===== config.mk =====
export PLATFORM = sky130hd
export DESIGN_NAME = ram_arbiter
export DESIGN_NICKNAME = d
export VERILOG_FILES = /design/src/rtl/ram_arbiter.sv
export SDC_FILE = /design/constraint.sdc
export NUM_CORES = 1
export LEC_CHECK = 0
export ABC_CLOCK_PERIOD_IN_PS = 3370
export BUFFER_PORTS_ARGS = -buffer_cell sky130_fd_sc_hd__buf_2
export CAP_MARGIN = 20
export CELL_PAD_IN_SITES_DETAIL_PLACEMENT = 0
export CELL_PAD_IN_SITES_GLOBAL_PLACEMENT = 1
export CORE_MARGIN = 2
export CORE_UTILIZATION = 36
export CTS_CLUSTER_DIAMETER = 60
export DETAILED_ROUTE_END_ITERATION = 16
export HOLD_SLACK_MARGIN = 0.06
export PLACE_DENSITY_LB_ADDON = 0.15
export SYNTH_ARGS = -nofsm -noshare
export SYNTH_HDL_FRONTEND = slang
export SYNTH_SLANG_ARGS = --single-unit

===== constraint.sdc =====
create_clock -name clk -period 3.37 [get_ports clk]
set_clock_uncertainty 0.2 [all_clocks]
set_input_delay 0.1685 -clock clk [delete_from_list [all_inputs] [get_ports clk]]
set_output_delay 0.1685 -clock clk [all_outputs]
set_load 0.02 [all_outputs]

===== src/rtl/ram_arbiter.sv =====
// Two-port arbiter that serialises 32-bit word accesses onto a byte-wide RAM.
// Each granted access takes four byte beats, then a one-cycle completion pulse.
module ram_arbiter #(
    parameter int AW    = 32,
    parameter bit RR_EN = 1'b1
) (
    input  logic          clk,
    input  logic          rst,
    input  logic [1:0]    req_i,
    input  logic [1:0]    we_i,
    input  logic [AW-1:0] addr0_i,
    input  logic [AW-1:0] addr1_i,
    input  logic [31:0]   wdata0_i,
    input  logic [31:0]   wdata1_i,
    input  logic [3:0]    wstrb0_i,
    input  logic [3:0]    wstrb1_i,
    output logic [1:0]    gnt_o,
    output logic [1:0]    rvalid_o,
    output logic [31:0]   rdata_o,
    output logic          ram_en_o,
    output logic          ram_we_o,
    output logic [AW-1:0] ram_addr_o,
    output logic [7:0]    ram_wdata_o,
    input  logic [7:0]    ram_rdata_i
);

    typedef enum logic [1:0] {
        IDLE = 2'd0,
        BEAT = 2'd1,
        RESP = 2'd2
    } state_t;

    state_t        state_r;
    state_t        state_nxt_s;
    logic [1:0]    beat_r;
    logic          last_r;
    logic          port_r;
    logic          we_r;
    logic [AW-3:0] addr_r;
    logic [31:0]   wdata_r;
    logic [3:0]    strb_r;
    logic [31:0]   word_r;
    logic [1:0]    gnt_s;
    logic          unused_s;

    assign unused_s = ^{addr0_i[1:0], addr1_i[1:0]};

    // Arbitration: grants only in IDLE and never while reset is applied.
    always_comb begin
        gnt_s = 2'b00;
        if (state_r == IDLE && !rst) begin
            case (req_i)
                2'b01:   gnt_s = 2'b01;
                2'b10:   gnt_s = 2'b10;
                2'b11: begin
                    if (RR_EN && !last_r) begin
                        gnt_s = 2'b10;
                    end else begin
                        gnt_s = 2'b01;
                    end
                end
                default: gnt_s = 2'b00;
            endcase
        end else begin
            gnt_s = 2'b00;
        end
    end

    // Next-state logic.
    always_comb begin
        state_nxt_s = state_r;
        case (state_r)
            IDLE: begin
                if (gnt_s != 2'b00) begin
                    state_nxt_s = BEAT;
                end else begin
                    state_nxt_s = IDLE;
                end
            end
            BEAT: begin
                if (beat_r == 2'd3) begin
                    state_nxt_s = RESP;
                end else begin
                    state_nxt_s = BEAT;
                end
            end
            RESP:    state_nxt_s = IDLE;
            default: state_nxt_s = IDLE;
        endcase
    end

    // State, request latch, beat counter and read-word assembly.
    always_ff @(posedge clk or posedge rst) begin
        if (rst) begin
            state_r <= IDLE;
            beat_r  <= 2'd0;
            last_r  <= 1'b1;
            port_r  <= 1'b0;
            we_r    <= 1'b0;
            addr_r  <= {(AW-2){1'b0}};
            wdata_r <= 32'h0000_0000;
            strb_r  <= 4'h0;
            word_r  <= 32'h0000_0000;
        end else begin
            state_r <= state_nxt_s;
            case (state_r)
                IDLE: begin
                    if (gnt_s != 2'b00) begin
                        port_r  <= gnt_s[1];
                        last_r  <= gnt_s[1];
                        we_r    <= gnt_s[1] ? we_i[1] : we_i[0];
                        addr_r  <= gnt_s[1] ? addr1_i[AW-1:2] : addr0_i[AW-1:2];
                        wdata_r <= gnt_s[1] ? wdata1_i : wdata0_i;
                        strb_r  <= gnt_s[1] ? wstrb1_i : wstrb0_i;
                        word_r  <= 32'h0000_0000;
                        beat_r  <= 2'd0;
                    end else begin
                        beat_r  <= 2'd0;
                    end
                end
                BEAT: begin
                    if (!we_r) begin
                        word_r[{beat_r, 3'b000} +: 8] <= ram_rdata_i;
                    end else begin
                        word_r <= word_r;
                    end
                    beat_r <= beat_r + 2'd1;
                end
                default: beat_r <= 2'd0;
            endcase
        end
    end

    // RAM port and completion outputs, decoded from the current state.
    always_comb begin
        ram_en_o    = 1'b0;
        ram_we_o    = 1'b0;
        ram_addr_o  = {AW{1'b0}};
        ram_wdata_o = 8'h00;
        rvalid_o    = 2'b00;
        rdata_o     = 32'h0000_0000;
        if (state_r == BEAT) begin
            ram_addr_o = {addr_r, beat_r};
            if (!we_r) begin
                ram_en_o = 1'b1;
            end else if (strb_r[beat_r]) begin
                ram_en_o    = 1'b1;
                ram_we_o    = 1'b1;
                ram_wdata_o = wdata_r[{beat_r, 3'b000} +: 8];
            end else begin
                ram_en_o = 1'b0;
            end
        end else if (state_r == RESP) begin
            rvalid_o = port_r ? 2'b10 : 2'b01;
            rdata_o  = we_r ? 32'h0000_0000 : word_r;
        end else begin
            rvalid_o = 2'b00;
        end
    end

    assign gnt_o = gnt_s;

endmodule


Word-level counts from Yosys, hierarchy flattened

Index checks and enable logic that the tools add are counted.

Bits in registers: 105
Logic and storage cells: 62

$add $sub $neg: 2
Magnitude comparators: 1
Eq/ne operators: 8
Shift operators: 3
Multiplexer cells: 32
Reduce and logical (&&, ||, !) cells: 7

Operators with widths:

| operator                                                                      | number |
|---|---|
| 32-bit 2-to-1 mux                                                             | 7 |
| 32-bit case mux with 2 select lines                                           | 1 |
| 32-bit bitwise mux                                                            | 1 |
| 8-bit by 7-bit variable shift with 32-bit output (first input constant)       | 1 |
| 32-bit by 6-bit variable part select with 8-bit output                        | 1 |
| 8-bit by 7-bit variable part select with 32-bit output                        | 1 |
| 30-bit 2-to-1 mux                                                             | 1 |
| 8-bit 2-to-1 mux                                                              | 3 |
| 2-bit 2-to-1 mux                                                              | 7 |
| 2-bit == test (second input constant)                                         | 4 |
| 1-bit 2-to-1 mux                                                              | 8 |
| 5-bit negation with 7-bit output                                              | 1 |
| 2-bit case mux with 3 select lines                                            | 1 |
| 2-bit by 1-bit == test with 1-bit output (second input constant)              | 2 |
| 4-bit 2-to-1 mux                                                              | 1 |
| 2-bit case mux with 2 select lines                                            | 1 |
| 2-bit nonzero test                                                            | 2 |
| 2-bit by 3-bit less-than comparator with 1-bit output (second input constant) | 1 |
| 3-bit AND reduction                                                           | 1 |
| 2-bit by 1-bit adder with 2-bit output (second input constant)                | 1 |
| 1-bit binary-select mux with 2-bit select                                     | 1 |
| 2-bit logical NOT                                                             | 1 |
| 2-bit by 1-bit inequality test with 1-bit output (second input constant)      | 1 |
| 2-bit inequality test (second input constant)                                 | 1 |
| other kinds (3)                                                               | 3 |

Logic depth before layout (Yosys ltp)

Depth after elaboration: 6
Mapped depth: 8
Mapped depth without buffers: 6

Least setup slack after synthesis

Ideal clock, no wire load.

Path kind: reg-to-reg
Start point: register beat_r[1]
End point: register word_r[18]
Setup time: 126 ps
Data arrival time: 1555 ps
Data required time: 3044 ps
Setup slack: 1488 ps
Cell stages (with the launch flop): 9
Buffers on the path: 2
Cell sequence: dfrtp_1 > buf_2 > inv_1 > ha_1 > nor2b_1 > and4_1 > buf_4 > nand4_1 > o21ai_0

Cells in the longest elaborated chain, start to end: 5
Elaborated cells between the ends (all ways): 6

RTL lines:

| what                                                                                                                       | line | source |
|---|---|---|
| start, declared                                                                                                            | 35   | `logic [1:0] beat_r;` |
| start signal, assigned                                                                                                     | 127  | `beat_r <= beat_r + 2'd1;` |
| 5-bit negation with 7-bit output *                                                                                         | 123  | `word_r[{beat_r, 3'b000} +: 8] <= ram_rdata_i;` |
| 8-bit by 7-bit variable part select with 32-bit output or 8-bit by 7-bit variable shift with 32-bit output (tied branches) | 123  |  |
| 32-bit bitwise mux *                                                                                                       | 123  |  |
| 32-bit 2-to-1 mux *                                                                                                        | 122  | `if (!we_r) begin` |
| 32-bit case mux with 2 select lines *                                                                                      | 106  | `case (state_r)` |
| end signal, assigned by index                                                                                              | 123  |  |
| end signal, assigned                                                                                                       | 125  | `word_r <= word_r;` |
| end, declared                                                                                                              | 42   | `logic [31:0] word_r;` |

Every way passes the cells marked *; elsewhere a longest branch is shown, timed or not. The select of a mux whose other input is x is not followed.
A chain may end at the register's enable or synchronous reset.

Worst setup path after layout

Start point: input req_i[0]
End point: register we_r

Cells in the longest elaborated chain, start to end: 5
Elaborated cells between the ends (all ways): 8

RTL lines:

| what                                                                      | line | source |
|---|---|---|
| start, declared                                                           | 9    | `input logic [1:0] req_i,` |
| 2-bit == test or 2-bit by 1-bit == test with 1-bit output (tied branches) | 52   | `case (req_i)` |
| 2-bit case mux with 3 select lines *                                      | 52   |  |
| 2-bit 2-to-1 mux *                                                        | 51   | `if (state_r == IDLE && !rst) begin` |
| 2-bit nonzero test                                                        | 108  | `if (gnt_s != 2'b00) begin` |
| 2-bit AND reduction (no line)                                             | -    |  |
| end signal, assigned                                                      | 111  | `we_r <= gnt_s[1] ? we_i[1] : we_i[0];` |
| end, declared                                                             | 38   | `logic we_r;` |

Every way passes the cells marked *; elsewhere a longest branch is shown, timed or not.

==> flow_metrics.env <==
export IMPL_clkTransAtPathRegs_ns=0.06
export IMPL_ys_seq_area_share_pct=47.0
export IMPL_synthTopCellsByArea="dfrtp_1, mux2i_1, a21oi_1"
export IMPL_hold_path_class="flop to flop"
export IMPL_io_pins=228
export IMPL_dieHeight_um=129
export IMPL_vias=5216
export IMPL_grt_pass1_wl_um=24900
export IMPL_core_mm2=0.0152
export IMPL_numPortBuffers=223
export IMPL_reg2regPathDepth=5
export IMPL_gp_congestion=0.736
export IMPL_crit_fanout=40
export IMPL_setup_ws_ns=0.676
export IMPL_cts_repair_resized=0
export IMPL_p_seq_share_pct=34.2
export IMPL_whs_path_depth=1
export IMPL_die_x_um=129
export IMPL_cts_sinks=105
export IMPL_leakage_nw=4.08
export IMPL_syn_cell_area_mm2=0.00560
export IMPL_clkLatencyLatePin_ns=0.34
export IMPL_cts_max_path_buffers=2
export IMPL_synth_area_leader_cell="dfrtp_1"
export IMPL_min_period_over_period_pct=79.9
export IMPL_slowest_delay_ns=0.60
export IMPL_synthCells=560
export IMPL_path_common_cell="dlygate4sd3_1"
export IMPL_drv_slew=0
export IMPL_cp_start_kind="primary input"
export IMPL_worstPathRequired_ns=3.36
export IMPL_fin_tns_setup_ns=0
export IMPL_yosysWarnings=0
export IMPL_track_usage_pct=18.9
export IMPL_p_clk_share_pct=16.2
export IMPL_ys_flop_type="dfrtp_1"
export IMPL_ys_async_sr_fraction_pct=100
export IMPL_grt_pass1_vias=5234
export IMPL_design_area_mm2=0.00854
export IMPL_grt_setup_unrepaired="no"
export IMPL_r2r_start="last_r"
export IMPL_cp_end_kind="flop"
export IMPL_area_growth_pct=52.6
export IMPL_fmax_mhz=371
export IMPL_power_density_mw_per_mm2=696
export IMPL_p_int_mw=3.63
export IMPL_r2r_end="we_r"
export IMPL_gr_total_overflow=0
export IMPL_worstHoldStart="word_r[6]"
export IMPL_drive_gt1_share_pct=28.8
export IMPL_tightest_slew_ns=0.806
export IMPL_start_util_pct=36.8
export IMPL_crit_family="buffers and inverters"
export IMPL_ys_ff_latch=105
export IMPL_synth_top_cell_area_share_pct=46.5
export IMPL_rows=45
export IMPL_slowest_stage="dlygate4sd3_1"
export IMPL_finalHoldViolCount=0
export IMPL_post_route_min_period_ns=2.69
export IMPL_path_class="primary input to flop"
export IMPL_min_to="word_r[6]"
export IMPL_synth_fp_nets=715
export IMPL_cts_tree="built"
export IMPL_htree_levels=3
export IMPL_dp_hpwl_um=10200
export IMPL_die_area_mm2=0.0166
export IMPL_cp_data_arrival_time_ns=2.68
export IMPL_drv_cap=0
export IMPL_avgSynthCellArea_um2=9.99
export IMPL_p_switching_mw=2.31
export IMPL_insertedDiodeCount=0
export IMPL_synth_distinct_cells=31
export IMPL_cts_made_buffers=9
export IMPL_avgRoutedWirePerCell_um=13.9
export IMPL_rrSetupSlack_ns=0.81
export IMPL_antenna_found_initial=0
export IMPL_cts_root_buf="clkbuf_16"
export IMPL_ant_nets=0
export IMPL_sw_frac_of_total_pct=38.9
export IMPL_place_area_mm2=0.00682
export IMPL_crit_buf_inv=4
export IMPL_drt_iter0_drc=185
export IMPL_combPwrFrac_pct=49.6
export IMPL_dpl_worst_slack_ns=1.14
export IMPL_viasPerCell=4.74
export IMPL_finalSetupViolCount=0
export IMPL_fin_nets=1065
export IMPL_drcViolationCount=0
export IMPL_drt_pass1_iter_count=6
export IMPL_vdd_ir_drop_max_mv=0.309
export IMPL_final_util_pct=56.2
export IMPL_synth_edf_count=0
export IMPL_status="finished clean"
export IMPL_grt_max_degree=80
export IMPL_path_cells="dlygate4sd3_1 > buf_2 > a21boi_4 > buf_12 > mux2i_1 > dlygate4sd3_1 > a21oi_1"
export IMPL_slew_headroom_pct=46.2
export IMPL_drt_total_wl_um=15300
power groups by stage:
stage | clock network, mW | logic, mW | registers [mW]
3_3_place_gp | 0 | 2.70 | 2.04
2_1_floorplan | 0 | 2.06 | 1.96
6_report | 0.963 | 2.95 | 2.03
3_5_place_dp | 0 | 2.73 | 2.06
4_1_cts | 0.999 | 2.98 | 2.04
5_1_grt | 1.05 | 3.26 | 2.11
layout make-up:
type                       count  area [µm²]
multi-input combinational    382        2620
tap                          188         235
fill                        1392        6660
timing repair buffer         380        2670
sequential                   105        2630
clock buffer                  14         264
inverter                      32         123
worst reg2reg max path: cells and delay by family, from the launching register on:
kind,cells,cell delay [ns]
buffers and inverters,2,0.94
AOI/OAI and AO/OA,2,0.60
DFF,1,0.39
muxes,1,0.27
metal layers:
layer / track usage, % / vias up / share of wire (%)
met1: 23.5 / 2467 / 44
met2: 33.4 / 148 / 50
met5: 0 / - / 0
li1: - / 2581 / -
met3: 3.24 / 20 / 4.5
met4: 6.39 / 0 / 1.7
stage by stage:
stage               power (mW)  hold slack, ns  instances
floorplan                 4.02          0.0314        560
global placement          4.74           0.192        942
detailed placement        4.79           0.198        942
CTS                       6.02           0.298       1101
global route              6.41           0.318       1101
finish                    5.94           0.297       1101
flip-flops by register name (all words and copies together) (netlist names):
name     count
wdata_r     32
word_r      32
addr_r      30
strb_r       4
beat_r       2
state_r      2
last_r       1
port_r       1
we_r         1
cells in the mapped netlist (2+ instances only):
master and instances:
buf_1 2, clkbuf_1 6, nor2_1 75, and4_1 3, buf_2 19, nand3_1 2
a21oi_1 70, and2_1 41, nor2b_1 11, buf_4 9, a22o_1 8, mux2i_1 90
and3_1 3, inv_1 32, nand2_1 25, nand2b_1 6, buf_6 5, ha_1 5
mux4_2 9, nor3_1 25, dfrtp_1 104
what timing repair did:
action                                 4_1_cts  5_1_grt
setup endpoints to repair                    0        0
endpoints found under the hold margin      163        0
hold buffers                               145        0
buffers inserted                             0        0
logic make-up (layout without fill, tap and decap cells):
family / Yosys count / in the layout / share of synthesized area (%)
simple gates: 193 / 193 / 16.7
flops: 105 / 105 / 47.0
mux: 99 / 99 / 19.7
compound gates: 85 / 85 / 8.88
buf+inv: 73 / 426 / 6.60
fa+ha+maj: 5 / 5 / 1.12
worst max-delay path by stage:
stage / end / slack [ns] / depth (start not counted) / start
after floorplan: addr_r[0] / 0.24 / 1 / rst
final: we_r / 0.68 / 7 / req_i[0]
after global routing: wdata_r[15] / 0.54 / 7 / req_i[0]
after global placement: ram_wdata_o[0] / 1.17 / 4 / state_r[0]
after detailed placement: ram_wdata_o[0] / 1.14 / 4 / state_r[0]
after CTS: we_r / 0.66 / 7 / req_i[0]
cells in the final DEF (no fill, tap or decap):
cell             n
a21boi_4         1
a21o_1           1
a21oi_1         70
a22o_1           8
a31oi_1          1
and2_1          41
and3_1           3
and4_1           3
buf_12           1
buf_2          223
buf_4           11
clkbuf_1         3
clkbuf_16        9
clkbuf_8         2
dfrtp_1        104
dfstp_2          1
dlygate4sd3_1  145
ha_1             5
inv_1           31
inv_4            1
mux2i_1         90
mux4_2           9
nand2_1         25
nand2b_1         6
nand3_1          2
nand4_1          1
nor2_1          75
nor2b_1          9
nor2b_2          1
nor2b_4          1
nor3_1          25
nor3_2           1
o211ai_4         1
o21ai_0          1
o21bai_1         1
o31ai_4          1
Note: power is estimated with default switching activity, not from simulation.
